--- src/rtl/rv_mem_arb.sv ---
`default_nettype none
// ============================================================================
// Module   : rv_mem_arb
// Purpose  : Single-port SRAM arbiter for RV32I fetch and data accesses, with
//            store lane steering and load extraction. Define RV_MEM_ARB_RR_EN
//            for round-robin arbitration; otherwise data beats fetch.
// Revision : 1.0 - initial release
// ============================================================================
module rv_mem_arb #(
   parameter int AW = 32,
   parameter int DW = 32
) (
   input  logic          i_clk,
   input  logic          i_rstn,
   input  logic          i_if_req,
   input  logic [AW-1:0] i_if_addr,
   output logic          o_if_gnt,
   output logic          o_if_rvalid,
   output logic [DW-1:0] o_if_rdata,
   input  logic          i_dm_req,
   input  logic          i_dm_we,
   input  logic [AW-1:0] i_dm_addr,
   input  logic [DW-1:0] i_dm_wdata,
   input  logic [2:0]    i_dm_bytectrl,
   output logic          o_dm_gnt,
   output logic          o_dm_rvalid,
   output logic [DW-1:0] o_dm_rdata,
   output logic          o_dm_err,
   output logic          o_mem_en,
   output logic          o_mem_we,
   output logic [3:0]    o_mem_be,
   output logic [AW-3:0] o_mem_addr,
   output logic [DW-1:0] o_mem_wdata,
   input  logic [DW-1:0] i_mem_rdata
);

   localparam logic [2:0] c_BC_BYTE  = 3'b000;
   localparam logic [2:0] c_BC_HALF  = 3'b001;
   localparam logic [2:0] c_BC_WORD  = 3'b010;
   localparam logic [2:0] c_BC_BYTEU = 3'b100;
   localparam logic [2:0] c_BC_HALFU = 3'b101;

   function automatic logic f_misaligned(input logic [2:0] bc, input logic [1:0] off);
      case (bc)
         c_BC_BYTE, c_BC_BYTEU: f_misaligned = 1'b0;
         c_BC_HALF, c_BC_HALFU: f_misaligned = off[0];
         default:               f_misaligned = |off;
      endcase
   endfunction

   logic          w_dm_req;
   logic          w_if_req;
   logic          w_dm_gnt;
   logic          w_if_gnt;
   logic          w_dm_mis;
   logic          w_store;
   logic          w_p_mis;
   logic [3:0]    w_be;
   logic [DW-1:0] w_wdata;
   logic [DW-1:0] w_load;
   logic [7:0]    w_byte;
   logic [15:0]   w_half;
   logic          w_unused_addr;

   logic          r_p_vld;
   logic          r_p_own;   // 1 = data port owns the pending read
   logic [1:0]    r_p_off;
   logic [2:0]    r_p_bc;

   // Requests are masked during reset so every output reads 0.
   assign w_dm_req      = i_dm_req & i_rstn;
   assign w_if_req      = i_if_req & i_rstn;
   assign w_unused_addr = ^i_if_addr[1:0];

`ifdef RV_MEM_ARB_RR_EN
   logic r_rr_ptr;   // 1 = fetch wins the next contended cycle

   always_ff @(posedge i_clk or negedge i_rstn) begin
      if (!i_rstn) begin
         r_rr_ptr <= 1'b0;
      end else if (w_dm_req && w_if_req) begin
         r_rr_ptr <= w_dm_gnt;
      end
   end

   assign w_dm_gnt = w_dm_req & (~w_if_req | ~r_rr_ptr);
`else
   assign w_dm_gnt = w_dm_req;
`endif
   assign w_if_gnt = w_if_req & ~w_dm_gnt;

   assign w_dm_mis = f_misaligned(i_dm_bytectrl, i_dm_addr[1:0]);
   assign w_store  = w_dm_gnt & i_dm_we;

   always_comb begin
      w_be    = 4'b1111;
      w_wdata = i_dm_wdata;
      case (i_dm_bytectrl)
         c_BC_BYTE, c_BC_BYTEU: begin
            w_be    = 4'b0001 << i_dm_addr[1:0];
            w_wdata = {4{i_dm_wdata[7:0]}};
         end
         c_BC_HALF, c_BC_HALFU: begin
            w_be    = i_dm_addr[1] ? 4'b1100 : 4'b0011;
            w_wdata = {2{i_dm_wdata[15:0]}};
         end
         default: begin
            w_be    = 4'b1111;
            w_wdata = i_dm_wdata;
         end
      endcase
   end

   assign o_dm_gnt    = w_dm_gnt;
   assign o_if_gnt    = w_if_gnt;
   assign o_mem_en    = w_if_gnt | (w_dm_gnt & ~w_dm_mis);
   assign o_mem_we    = w_store & ~w_dm_mis;
   assign o_mem_be    = o_mem_we ? w_be : 4'b0000;
   assign o_mem_wdata = o_mem_we ? w_wdata : '0;

   always_comb begin
      o_mem_addr = '0;
      if (w_dm_gnt) begin
         o_mem_addr = i_dm_addr[AW-1:2];
      end else if (w_if_gnt) begin
         o_mem_addr = i_if_addr[AW-1:2];
      end
   end

   // Pending register is rewritten every cycle; only reads leave it valid.
   always_ff @(posedge i_clk or negedge i_rstn) begin
      if (!i_rstn) begin
         r_p_vld <= 1'b0;
         r_p_own <= 1'b0;
         r_p_off <= 2'b00;
         r_p_bc  <= 3'b000;
      end else begin
         r_p_vld <= w_if_gnt | (w_dm_gnt & ~i_dm_we);
         r_p_own <= w_dm_gnt;
         r_p_off <= w_dm_gnt ? i_dm_addr[1:0] : 2'b00;
         r_p_bc  <= w_dm_gnt ? i_dm_bytectrl : c_BC_WORD;
      end
   end

   assign o_if_rvalid = i_rstn & r_p_vld & ~r_p_own;
   assign o_dm_rvalid = i_rstn & r_p_vld & r_p_own;
   assign w_p_mis     = f_misaligned(r_p_bc, r_p_off);

   assign w_byte = i_mem_rdata[{r_p_off, 3'b000} +: 8];
   assign w_half = r_p_off[1] ? i_mem_rdata[31:16] : i_mem_rdata[15:0];

   always_comb begin
      w_load = i_mem_rdata;
      case (r_p_bc)
         c_BC_BYTE:  w_load = {{24{w_byte[7]}}, w_byte};
         c_BC_BYTEU: w_load = {24'h000000, w_byte};
         c_BC_HALF:  w_load = {{16{w_half[15]}}, w_half};
         c_BC_HALFU: w_load = {16'h0000, w_half};
         default:    w_load = i_mem_rdata;
      endcase
   end

   // A misaligned load answers with zero data and the error flag.
   assign o_dm_rdata = (o_dm_rvalid & ~w_p_mis) ? w_load : '0;
   assign o_dm_err   = (w_store & w_dm_mis) | (o_dm_rvalid & w_p_mis);
   assign o_if_rdata = i_rstn ? i_mem_rdata : '0;

endmodule
`default_nettype wire
--- config.mk ---
export PLATFORM = sky130hd
export DESIGN_NAME = rv_mem_arb
export DESIGN_NICKNAME = d
export VERILOG_FILES = /design/src/rtl/rv_mem_arb.sv
export SDC_FILE = /design/constraint.sdc
export NUM_CORES = 1
export LEC_CHECK = 0
export ABC_AREA = 0
export CORE_AREA = 2 2 107 109
export DETAILED_ROUTE_END_ITERATION = 12
export DIE_AREA = 0 0 109 111
export DONT_BUFFER_PORTS = 1
export GPL_TIMING_DRIVEN = 0
export SETUP_SLACK_MARGIN = 0.5
export SLEW_MARGIN = 20
export SYNTH_ARGS = -nofsm -noshare
export SYNTH_HDL_FRONTEND = slang
export SYNTH_SLANG_ARGS = --single-unit
--- constraint.sdc ---
create_clock -name i_clk -period 2 [get_ports i_clk]
set_input_delay 0.6 -clock i_clk [delete_from_list [all_inputs] [get_ports i_clk]]
set_output_delay 0.6 -clock i_clk [all_outputs]
set_load 0.03 [all_outputs]
After elaboration in Yosys (flattened, before gate mapping) --
Cells that the tools add are included.
Word-level totals: flip-flop bits (word level) 7, word-level logic and storage cells 56, input port bits 136, output and inout bits 137
Operators by class: equality and inequality tests 6, muxes and demuxes 15, shift-type cells 2, bitwise logic cells 21, reduce and logical (&&, ||, !) cells 8
Operators with widths (count):
- $pmux 32 s4 | 1
- $mux 32 | 3
- $pmux 32 s2 | 1
- $mux 30 | 2
- $shiftx 32x6->8 | 1
- $mux 16 | 1
- $and 1x1->1 | 13
- $eq 3x3->1 const B | 4
- $reduce_or 2->1 | 6
- $mux 4 | 2
- $pmux 4 s2 | 1
- $eq 3x1->1 const B | 2
- $logic_not 3->1 | 2
- $not 1->1 | 5
- $pmux 1 s2 | 2
- $shl 1x2->4 const A | 1
- $mux 3 | 1
- $or 1x1->1 | 3
- $mux 2 | 1

Longest topological paths before layout --
word-level depth 6, mapped depth 5, mapped depth without buffers 4

Worst setup path before layout --
OpenSTA, ideal clock, no wires.
path type in2out, start input i_rstn, end output o_dm_rdata[13], path buffers 1, arrival time 2129 ps, stages on the path 4, data required time 1400 ps, slack -729 ps, cells stage by stage and3_1 > o21ai_2 > buf_2 > a221oi_1
On the way: longest elaborated chain between the ends 4
RTL lines:
- start: declaration | RTL line 14 | input logic i_rstn,
- $and 1x1->1 (2 in a row) | RTL line 146 | assign o_dm_rvalid = i_rstn & r_p_vld & r_p_own;
- $and 1x1->1 | RTL line 164 | assign o_dm_rdata = (o_dm_rvalid & ~w_p_mis) ? w_load : '0;
- $mux 32 | RTL line 164
- end: declaration | RTL line 27 | output logic [DW-1:0] o_dm_rdata,
Every way passes these cells.

Worst setup path after layout --
start register r_p_off[0], end output o_dm_rdata[26]
On the way: longest elaborated chain between the ends 5, elaborated cells on any way between the ends 7, those cells by class shift: 1; mux: 3; bitwise: 2; reduce/logical: 1
RTL lines:
- start: declaration | RTL line 67 | logic [1:0] r_p_off;
- start signal: assignment | RTL line 140 | r_p_off <= w_dm_gnt ? i_dm_addr[1:0] : 2'b00;
- parallel branches: the longest is 4 deep, another holds $shiftx 32x6->8
- $mux 32 * | RTL line 164
Every way passes the cells marked *.

==> out/metrics.yaml <==
floorplan:
  die_y_um: 111
  pin_count: 273
  core_um2: 11100
  fp.dieW_um: 109
  core.rowCount: 39
  initial_core_util_pct: 20.8
  die-area_um2: 12100
outcome:
  outcome: "complete, but fails checks"
  violations: "negative setup slack"
grt:
  grt_pass1_wl_um: 18200
  grt_usage_pct: 19.3
  antenna_found_initial: 0
  overflow: 0
  grt_pass1_vias: 3129
  grt_max_degree: 13
pwr:
  p_leak_uw: 0.00210
  peakVddDrop_uv: 191
  powerDensity_nw_per_um2: 296
run:
  cap_violations: 0
clocking:
  cts_sinks: 7
  clockBufferDepth: 2
  h-tree-depth: 1
  clkTransAtPathRegs_ps: 30
  cts_tree: "built"
  cts_buffers: 3
  cts_root_buf: "clkbuf_16"
  cts.hold.buffers_added: 0
sta:
  min_period_ps: 2400
  finalCritPeriodShare_pct: 120
  max_freq_ghz: 0.418
  setup_ws_ps: -395
  hold_violations: 0
  fin_tns_setup_ps: -16790
  hold_slack_ps: 67.7
  maxSlewViolCount: 0
  worst_pin_slew_ps: 606
  rsz0062_at_grt: "true"
  setup_viol: 88
  relSlewSlack_pct: 59.6
cells_and_area:
  drive_gt1_share_pct: 73.9
  syn2layout_area_growth_pct: 132
  final_util_pct: 48.1
  n_antenna_cell: 0
  instances_no_fill: 538
  layout.nets: 532
  finalInstanceArea_um2: 5330
placement:
  gp_congestion: 0.779
  place_inst: 474
  placed_cell_area_um2: 3900
  portBuffers: 0
  hpwl_um: 9150
drt:
  first_pass_iters: 4
  drcViolationCount: 0
  drtIter0Drc: 108
  vias_per_cell: 5.49
  ant_nets: 0
  wirelength_um: 12400
  wl_per_cell_um: 23.0
  vias: 2955
yosys:
  yosys.cell_types.count: 40
  syn_inst: 331
  yosysWarnings: 0
  syn_area_per_cell_um2: 6.95
  yosysSeqAreaShare_pct: 7.61
  synth_nets: 467
  syn_area_um2: 2300
  ys_seq_elements: 7
critical_path:
  critPathKind: "reg -> out"
  crit_fanout: 10
  cp.required_ps: 1400
  start_kind: "flip-flop"
  cp.arrival_ps: 1800
  end_kind: "output port"
worst_hold_path:
  min_path_type: "in -> async"
-- worst max-delay path, stage by stage (launching register included) --
cell and delay [ps]:
dfrtp_2 440, buf_6 150, a21oi_4 210, o211ai_4 160
buf_12 200, a221oi_4 400
-- cell usage in the layout, fill, tap and decap left out, drive strengths merged --
cell type and count:
buf 77, and3 5, nand2 28, nor2 24
a22o 30, o21ai 11, mux2 18, and3b 1
nor3b 2, mux2i 9, clkinv 1, nand2b 3
or3b 1, a21oi 29, o211ai 2, o32ai 7
nor2b 2, o21bai 3, xnor2 1, nor3 3
a22oi 2, a32o 1, a2111oi 1, a221oi 24
a211oi 7, inv 42, and2 32, clkbuf 22
dfrtp 7
-- Yosys cell counts, drive strengths merged --
cell,number,area share [%]
a2111oi,1,0.65
a211oi,7,2.3
a21oi,29,7.0
a221oi,24,12
a22o,30,11
a22oi,2,1.5
a32o,1,0.44
and2,32,8.7
and3,5,1.4
and3b,1,0.38
buf,20,4.9
clkbuf,15,2.4
dfrtp,7,7.6
inv,43,7.0
mux2,18,9.3
mux2i,9,3.9
nand2,28,4.6
nand2b,3,0.82
nor2,24,4.0
nor2b,2,0.54
nor3,3,0.65
nor3b,2,0.65
o211ai,2,1.1
o21ai,11,2.6
o21bai,3,0.98
o32ai,7,2.7
or3b,1,0.38
xnor2,1,0.38
-- where the power goes --
part           internal, uW  switching (uW)  total (uW)
Clock                   265            71.2         336
Sequential              149            5.66         155
Combinational           473             613        1090
Total                   886             690        1580
-- routing by layer --
metal	up-vias	GRT usage, %	wire (um)
met5	-	0	0
met4	0	4.44	325
met3	27	5.17	1130
met2	183	36.7	6650
met1	1420	20.7	4290
li1	1325	-	-
-- per-stage QoR --
step / setup WS [ps] / total power, uW
CTS: -399 / 1540
floorplan: -251 / 905
finish: -395 / 1580
detailed placement: -471 / 984
global placement: -447 / 973
global route: -442 / 1640
-- worst max-delay path by stage --
| stage | cells after the start | startpoint | end | slack [ps] |
|---|---|---|---|---|
| global route | 5 | r_p_off[0]$_DFF_PN0_ | o_dm_rdata[26] | -440 |
| global placement | 5 | r_p_off[1]$_DFF_PN0_ | o_dm_rdata[8] | -450 |
| finish | 5 | r_p_off[0]$_DFF_PN0_ | o_dm_rdata[26] | -400 |
| CTS | 5 | r_p_bc[1]$_DFF_PN0_ | o_dm_rdata[6] | -400 |
| detailed placement | 5 | r_p_off[1]$_DFF_PN0_ | o_dm_rdata[8] | -470 |
| floorplan | 3 | i_mem_rdata[7] | o_dm_rdata[10] | -250 |
-- what timing repair did --
item / CTS / global route
cloned: 12 / 3
pin swaps: 47 / 37
setup endpoints to repair: 137 / 137
gates resized for setup: 96 / 32
buffers inserted: 40 / 5
-- state kept, by name, indices dropped and copies added (netlist names) --
register  count
r_p_bc        3
r_p_off       2
r_p_own       1
r_p_vld       1
-- logic make-up after synthesis --
| family | Yosys count | share of synthesized area, % |
|---|---|---|
| AOI/OAI and AO/OA | 117 | 42.4 |
| xor gates and xnor gates | 1 | 0.381 |
| buffers and inverters | 78 | 14.4 |
| DFF | 7 | 7.61 |
| muxes | 27 | 13.2 |
| and+or+nand+nor | 101 | 22.1 |
-- cell type report --
cell class / instances / area [um^2]
inverter: 43 / 186
tap: 143 / 179
buffer: 35 / 569
clock buffer: 4 / 78.8
multi-input combinational: 246 / 3270
fill: 981 / 5750
sequential: 7 / 176
timing repair buffer: 60 / 863
(Power assumes the default switching activity.)
